===== config.mk =====
export PLATFORM = sky130hd
export DESIGN_NAME = buf_fifo_flat
export DESIGN_NICKNAME = d
export VERILOG_FILES = /design/src/rtl/buf_fifo_pkg.sv /design/src/rtl/buf_fifo_if.sv /design/src/rtl/buf_ptr.sv /design/src/rtl/buf_fifo.sv /design/src/flat_wrapper.sv
export SDC_FILE = /design/constraint.sdc
export NUM_CORES = 1
export LEC_CHECK = 0
export CORE_AREA = 2 2 138 100
export CTS_CLUSTER_DIAMETER = 60
export DETAILED_ROUTE_END_ITERATION = 7
export DIE_AREA = 0 0 140 102
export PLACE_DENSITY_LB_ADDON = 0.2
export SETUP_SLACK_MARGIN = 0.15
export SLEW_MARGIN = 20
export SYNTH_ARGS = -nofsm -noshare
export SYNTH_HDL_FRONTEND = slang
export SYNTH_SLANG_ARGS = --single-unit

===== constraint.sdc =====
create_clock -name clk -period 2.3 [get_ports clk]
set_clock_uncertainty 0.15 [all_clocks]
set_input_delay 0.46 -clock clk [delete_from_list [all_inputs] [get_ports clk]]
set_output_delay 0.46 -clock clk [all_outputs]
set_load 0.03 [all_outputs]

===== src/rtl/buf_fifo_pkg.sv =====
// ---------------------------------------------------------------------------
// buf_fifo_pkg
// Shared definitions for the elastic datapath buffers.
//   clog2()   : ceiling log2, usable in parameter/port-width expressions
//   ptr_w()   : pointer width needed to address DEPTH entries
//   DEF_SIZE  : default data word width
//   DEF_DEPTH : default number of storage entries
// ---------------------------------------------------------------------------
package buf_fifo_pkg;

    localparam int DEF_SIZE  = 32;
    localparam int DEF_DEPTH = 4;

    // Ceiling log2; clog2(1) = 0, clog2(4) = 2, clog2(5) = 3.
    function automatic int clog2(input int n);
        int r;
        int v;
        r = 0;
        v = n - 1;
        while (v > 0) begin
            r = r + 1;
            v = v >> 1;
        end
        return r;
    endfunction

    // DEPTH is a power of two >= 2, so this is always at least 1 bit.
    function automatic int ptr_w(input int depth);
        return clog2(depth);
    endfunction

endpackage


===== src/rtl/buf_fifo_if.sv =====
// ---------------------------------------------------------------------------
// buf_fifo_if
// Bundles the two valid/ready streams of the buffer.
//   in_data/in_valid/in_ready    : write side (producer -> buffer)
//   out_data/out_valid/out_ready : read side (buffer -> consumer)
// Handshake: a word moves on a rising edge exactly when valid and ready are
// both high in that cycle. Ready/valid driven by the buffer depend only on
// its registered state, never combinationally on the opposite valid/ready.
// Modports:
//   slave  : the buffer itself
//   master : the environment (producer and consumer together)
// ---------------------------------------------------------------------------
interface buf_fifo_if #(
    parameter int SIZE = 32
);
    logic [SIZE-1:0] in_data;
    logic            in_valid;
    logic            in_ready;
    logic [SIZE-1:0] out_data;
    logic            out_valid;
    logic            out_ready;

    modport slave (
        input  in_data,
        input  in_valid,
        output in_ready,
        output out_data,
        output out_valid,
        input  out_ready
    );

    modport master (
        output in_data,
        output in_valid,
        input  in_ready,
        input  out_data,
        input  out_valid,
        output out_ready
    );
endinterface


===== src/rtl/buf_ptr.sv =====
// ---------------------------------------------------------------------------
// buf_ptr
// Wrapping pointer counter used for the read and write pointers.
//   clk    : clock
//   rst_n  : asynchronous active-low reset (pointer -> 0)
//   clr_i  : synchronous clear, wins over inc_i
//   inc_i  : advance pointer by one, wrapping modulo 2**WIDTH
//   ptr_o  : current pointer value
// ---------------------------------------------------------------------------
module buf_ptr #(
    parameter int WIDTH = 2
) (
    input  logic             clk,
    input  logic             rst_n,
    input  logic             clr_i,
    input  logic             inc_i,
    output logic [WIDTH-1:0] ptr_o
);

    logic [WIDTH-1:0] ptr_q;
    logic [WIDTH-1:0] ptr_d;

    // Depth is a power of two, so natural binary overflow is the wrap.
    always_comb begin
        ptr_d = ptr_q;
        if (clr_i) begin
            ptr_d = '0;
        end else if (inc_i) begin
            ptr_d = ptr_q + WIDTH'(1);
        end
    end

    always_ff @(posedge clk or negedge rst_n) begin
        if (!rst_n) begin
            ptr_q <= '0;
        end else begin
            ptr_q <= ptr_d;
        end
    end

    assign ptr_o = ptr_q;

endmodule


===== src/rtl/buf_fifo.sv =====
// ---------------------------------------------------------------------------
// buf_fifo
// Elastic first-word-fall-through buffer between two datapath stages.
// Holds up to DEPTH words of SIZE bits.
//   clk         : clock, all state changes on rising edge
//   rst_n       : asynchronous active-low reset; clears pointers, count and
//                 storage
//   flush       : synchronous discard of all stored words; beats push/pop
//   bus         : slave side of buf_fifo_if (in_* write, out_* read)
//   count       : occupancy 0..DEPTH
//   full        : count == DEPTH
//   empty       : count == 0
//   almost_full : count >= AF_LEVEL
// ---------------------------------------------------------------------------
module buf_fifo
    import buf_fifo_pkg::*;
#(
    parameter int SIZE     = DEF_SIZE,
    parameter int DEPTH    = DEF_DEPTH,
    parameter int AF_LEVEL = DEPTH - 1
) (
    input  logic                   clk,
    input  logic                   rst_n,
    input  logic                   flush,
    buf_fifo_if.slave              bus,
    output logic [clog2(DEPTH):0]  count,
    output logic                   full,
    output logic                   empty,
    output logic                   almost_full
);

    localparam int PW = ptr_w(DEPTH);
    localparam int CW = clog2(DEPTH) + 1;

    logic [SIZE-1:0] mem_q [DEPTH];
    logic [CW-1:0]   count_q;
    logic [CW-1:0]   count_d;
    logic [PW-1:0]   rd_ptr;
    logic [PW-1:0]   wr_ptr;
    logic            push;
    logic            pop;
    logic            wr_inc;
    logic            rd_inc;

    // Flags come straight from the registered count, so ready/valid never
    // form a combinational path from in_valid/out_ready.
    assign full        = (count_q == CW'(DEPTH));
    assign empty       = (count_q == '0);
    assign almost_full = (count_q >= CW'(AF_LEVEL));
    assign count       = count_q;

    assign bus.in_ready  = ~full;
    assign bus.out_valid = ~empty;
    assign bus.out_data  = mem_q[rd_ptr];

    assign push = bus.in_valid & bus.in_ready;
    assign pop  = bus.out_valid & bus.out_ready;

    // A flush discards any push/pop seen in the same cycle.
    assign wr_inc = push & ~flush;
    assign rd_inc = pop & ~flush;

    buf_ptr #(.WIDTH(PW)) u_wr_ptr (
        .clk   (clk),
        .rst_n (rst_n),
        .clr_i (flush),
        .inc_i (wr_inc),
        .ptr_o (wr_ptr)
    );

    buf_ptr #(.WIDTH(PW)) u_rd_ptr (
        .clk   (clk),
        .rst_n (rst_n),
        .clr_i (flush),
        .inc_i (rd_inc),
        .ptr_o (rd_ptr)
    );

    // Occupancy kept as its own register so full vs. empty is unambiguous
    // when the pointers are equal.
    always_comb begin
        count_d = count_q;
        if (flush) begin
            count_d = '0;
        end else begin
            case ({push, pop})
                2'b10:   count_d = count_q + CW'(1);
                2'b01:   count_d = count_q - CW'(1);
                default: count_d = count_q;
            endcase
        end
    end

    always_ff @(posedge clk or negedge rst_n) begin
        if (!rst_n) begin
            count_q <= '0;
        end else begin
            count_q <= count_d;
        end
    end

    // Storage is zeroed on reset so out_data reads 0 right after reset;
    // a flush leaves contents alone.
    always_ff @(posedge clk or negedge rst_n) begin
        if (!rst_n) begin
            for (int i = 0; i < DEPTH; i++) begin
                mem_q[i] <= '0;
            end
        end else if (wr_inc) begin
            mem_q[wr_ptr] <= bus.in_data;
        end
    end

endmodule


===== src/flat_wrapper.sv =====
// flat-port wrapper written by rule: the top's interface ports become plain ports
module buf_fifo_flat import buf_fifo_pkg::*;
#(
    parameter int SIZE     = DEF_SIZE,
    parameter int DEPTH    = DEF_DEPTH,
    parameter int AF_LEVEL = DEPTH - 1
)
  (clk, rst_n, flush, count, full, empty, almost_full, bus_in_data, bus_in_valid, bus_in_ready, bus_out_data, bus_out_valid, bus_out_ready);
  buf_fifo_if #(.SIZE(SIZE)) bus_i ();
  input  logic clk;
  input  logic rst_n;
  input  logic flush;
  output logic [clog2(DEPTH):0] count;
  output logic full;
  output logic empty;
  output logic almost_full;
  input wire logic [$bits(bus_i.in_data)-1:0] bus_in_data;
  input wire logic [$bits(bus_i.in_valid)-1:0] bus_in_valid;
  output wire logic [$bits(bus_i.in_ready)-1:0] bus_in_ready;
  output wire logic [$bits(bus_i.out_data)-1:0] bus_out_data;
  output wire logic [$bits(bus_i.out_valid)-1:0] bus_out_valid;
  input wire logic [$bits(bus_i.out_ready)-1:0] bus_out_ready;
  assign bus_i.in_data = bus_in_data;
  assign bus_i.in_valid = bus_in_valid;
  assign bus_in_ready = bus_i.in_ready;
  assign bus_out_data = bus_i.out_data;
  assign bus_out_valid = bus_i.out_valid;
  assign bus_i.out_ready = bus_out_ready;
  buf_fifo #(.SIZE(SIZE), .DEPTH(DEPTH), .AF_LEVEL(AF_LEVEL)) u_core (.clk(clk), .rst_n(rst_n), .flush(flush), .bus(bus_i), .count(count), .full(full), .empty(empty), .almost_full(almost_full));
endmodule

==> results.md <==
* Status: complete, but fails checks
* Failing checks: design-rule violations, negative setup slack
* Post-synthesis to final-layout area growth at 29.0%
* Die W at 140 um
* CTS tree: built
* Final nets at 522
* Initial antenna violation count at 0
* TritonRoute pass-1 iters at 8
* Worst Path Buf+Inv at 3
* Grt total ovfl at 0
* Setup_tns at -1.94 ns
* Worst Setup Path Type: register to primary output
* PwrDens at 1220 nW/um^2
* Worst-path clk slew at 0.05 ns
* Worst hold margin at 0.346 ns
* Final Hold Viols at 0
* Post-DP HPWL at 8090 um
* Bufs on Longest Clock Path at 2
* Worst path most repeated cell: buf_12
* Worst Tran Pin Value at 0.488 ns
* Synth warn at 0
* Crit path cell chain: buf_12, buf_12, mux4_2, buf_6
* Required time worst endpoint at 1.69 ns
* Crit path depth at 4
* Switch share at 0.298
* Final setup fails at 28
* Fin. max-slew vios at 0
* Async set-reset flop share out of synthesis at 1.00
* Sequential power share at 0.373
* Post-synth EDFFs at 0
* Sequential fraction of the synthesis area at 0.534
* Pleak at 3.76 nW
* Clock Sink Count at 135
* Ant. Diodes at 0
* Top cells by area, synth: dfrtp_1 (53%), mux2_2 (14%), mux2_4 (11%), mux4_2 (11%), buf_6 (2.1%)
* Power share of the clock group at 0.272
* Psw at 2.96 mW
* Max Fclk at 0.416 GHz
* Vias in the first global route at 3899
* Total number of vias at 3591
* Syn Nets at 419
* Period Utilization, post-route at 1.04
* Max incr delay on CP at 0.53 ns
* Core box area at 12900 um^2
* Worst skew pair latency at 0.41 ns
* Min Tclk post-route at 2.40 ns
* Hold crit path type: register to register
* RSZ-0062 raised after global routing: true
* Primary FF master, synth: dfrtp_1
* Slew HR at 0.675
* Int Pwr at 6.98 mW
* Starting Density at 0.490
* Total GRT Usage at 0.202
* Mean Syn Cell Area at 16.8 um^2
* Root Driver: clkbuf_16
* Commonest non-fill, non-tap cell in the layout: dfrtp_1
* Site Rows at 35
* Synthesis-stage register bit count at 135
* Crit path max-delay cell type: mux4_2
* CP top delay family: multiplexers
* Routed Antenna Nets at 0
* Setup crit end kind: primary output
* Cell variety after synth at 37
* Die Height at 102 um
* Worst IR Drop VDD at 0.000558 V
* Most frequent cells in the layout: dfrtp_1 (130), mux2_2 (78), mux2_4 (48)
* Gpl congestion at 0.874
* DRT iter0 DRCs at 139
* Crit path max fanout at 6
* Worst Setup Start Kind: register
* Fillers at 950
* Ratio of cells with drive above 1 in the final layout at 0.557
* Drt total wl at 13100 um
* First-pass GRT wire length at 21900 um
* # IOs at 77
* WHS Path Cells at 1
* Final WS setup at -0.101 ns
* Post-DR wirelength/cell at 19.9 um
* Maxcap violations at 0
* Leading area contributor after synthesis: dfrtp_1
* Largest net degree at the start of global routing at 51
* Cells after Synth at 377
* Port bufs at 76
* Overall Power at 9.94 mW
* Worst R2R Path Depth at 5
* Critical Path AT at 1.79 ns
* Combinational Power Share at 0.355
* Top cell type's share of synthesized area at 0.534
* DRC at 5
* Cell area after synthesis at 6330 um^2
* CTS H-Tree Depth at 4
* DIE AREA at 14300 um^2
* Vias/cell at 5.46
* TritonCTS Buffers at 17
registers in the layout (all words and copies together) (netlist names):
register / count
u_core.mem_q: 128
u_core.u_wr_ptr.ptr_o: 2
u_core.count: 3
u_core.u_rd_ptr.ptr_o: 2
synthesized netlist by cell type (2+ instances only):
master	count
buf_2	5
xor2_1	3
mux2_1	2
nand3_1	3
mux4_2	32
a21oi_1	5
nand2_4	3
nor2_1	3
ha_1	4
dfrtp_1	135
nand2_1	6
mux2_2	78
buf_6	12
mux2_4	48
clkbuf_1	6
o22ai_1	3
inv_1	6
buf_1	2
o21ai_0	3
kinds of logic after synthesis:
kind of cell	share of synthesized area
flops	0.534
fa+ha+maj	0.0111
mux	0.370
compound gates	0.0172
xor+xnor	0.00554
simple gates	0.0263
buf+inv	0.0358
worst paths after layout:
kind	from	endpoint	slack [ns]
max	u_core.u_rd_ptr.ptr_o[0]$_DFFE_PN0P_	bus_out_data[10]	-0.10
min	u_core.mem_q[101]$_DFFE_PN0P_	u_core.mem_q[101]$_DFFE_PN0P_	0.35
max reg2reg	u_core.count[0]$_DFFE_PN0P_	u_core.count[1]$_DFFE_PN0P_	0.17
min reg2reg	u_core.mem_q[101]$_DFFE_PN0P_	u_core.mem_q[101]$_DFFE_PN0P_	0.35
max in group asynchronous	rst_n	u_core.mem_q[36]$_DFFE_PN0P_	0.88
min in group asynchronous	rst_n	u_core.count[2]$_DFFE_PN0P_	0.41
worst reg2reg max path: stages (launching register included):
cell and delay [ns]:
dfrtp_2 0.41, or3_4 0.42, and3_4 0.16, fa_1 0.52, o21ai_2 0.07, a2111oi_2 0.28
final cells by class:
cell class,instances,area (um^2),area share
clock buffers,21,450,0.0552
clock inverters,10,130,0.0159
inverters,7,28.8,0.00353
multi-input cells,209,2740,0.336
flip-flops and latches,135,3380,0.415
well taps,166,208,0.0255
repair buffers,110,1220,0.149
power by group through the flow:
stage | Clock (mW) | Combinational, mW | Sequential [mW]
after floorplan | 0 | 2.43 | 3.58
after global placement | 0 | 3.30 | 3.67
after detailed placement | 0 | 3.36 | 3.72
after CTS | 2.76 | 3.53 | 3.70
after global routing | 2.87 | 3.75 | 3.81
final | 2.70 | 3.53 | 3.71
per-layer routing:
| metal | GRT usage | wire length (um) |
|---|---|---|
| met3 | 0.0520 | 577 |
| met4 | 0.0583 | 102 |
| met1 | 0.283 | 6160 |
| met2 | 0.318 | 6240 |
| met5 | 0 | 0 |
per-stage QoR:
step / std cells / setup WS, ns / instance area [um^2] / utilization
after floorplan: 377 / -0.178 / 6370 / -
after global placement: 619 / -0.127 / 7410 / 0.573
after detailed placement: 619 / -0.186 / 7410 / 0.573
after CTS: 657 / -0.138 / 8120 / 0.628
after global routing: 658 / -0.147 / 8160 / 0.632
final: 658 / -0.101 / 8160 / 0.632
repair_timing:
item / in CTS / in global routing
cloned: 2 / 0
setup buffers: 4 / 1
resized for setup: 153 / 10
endpoints found under the hold margin: 47 / 0
hold buffers: 1 / 0
pin swaps: 5 / 3
endpoints found under the setup margin: 41 / 36
Power figures use the tool's default switching activity.
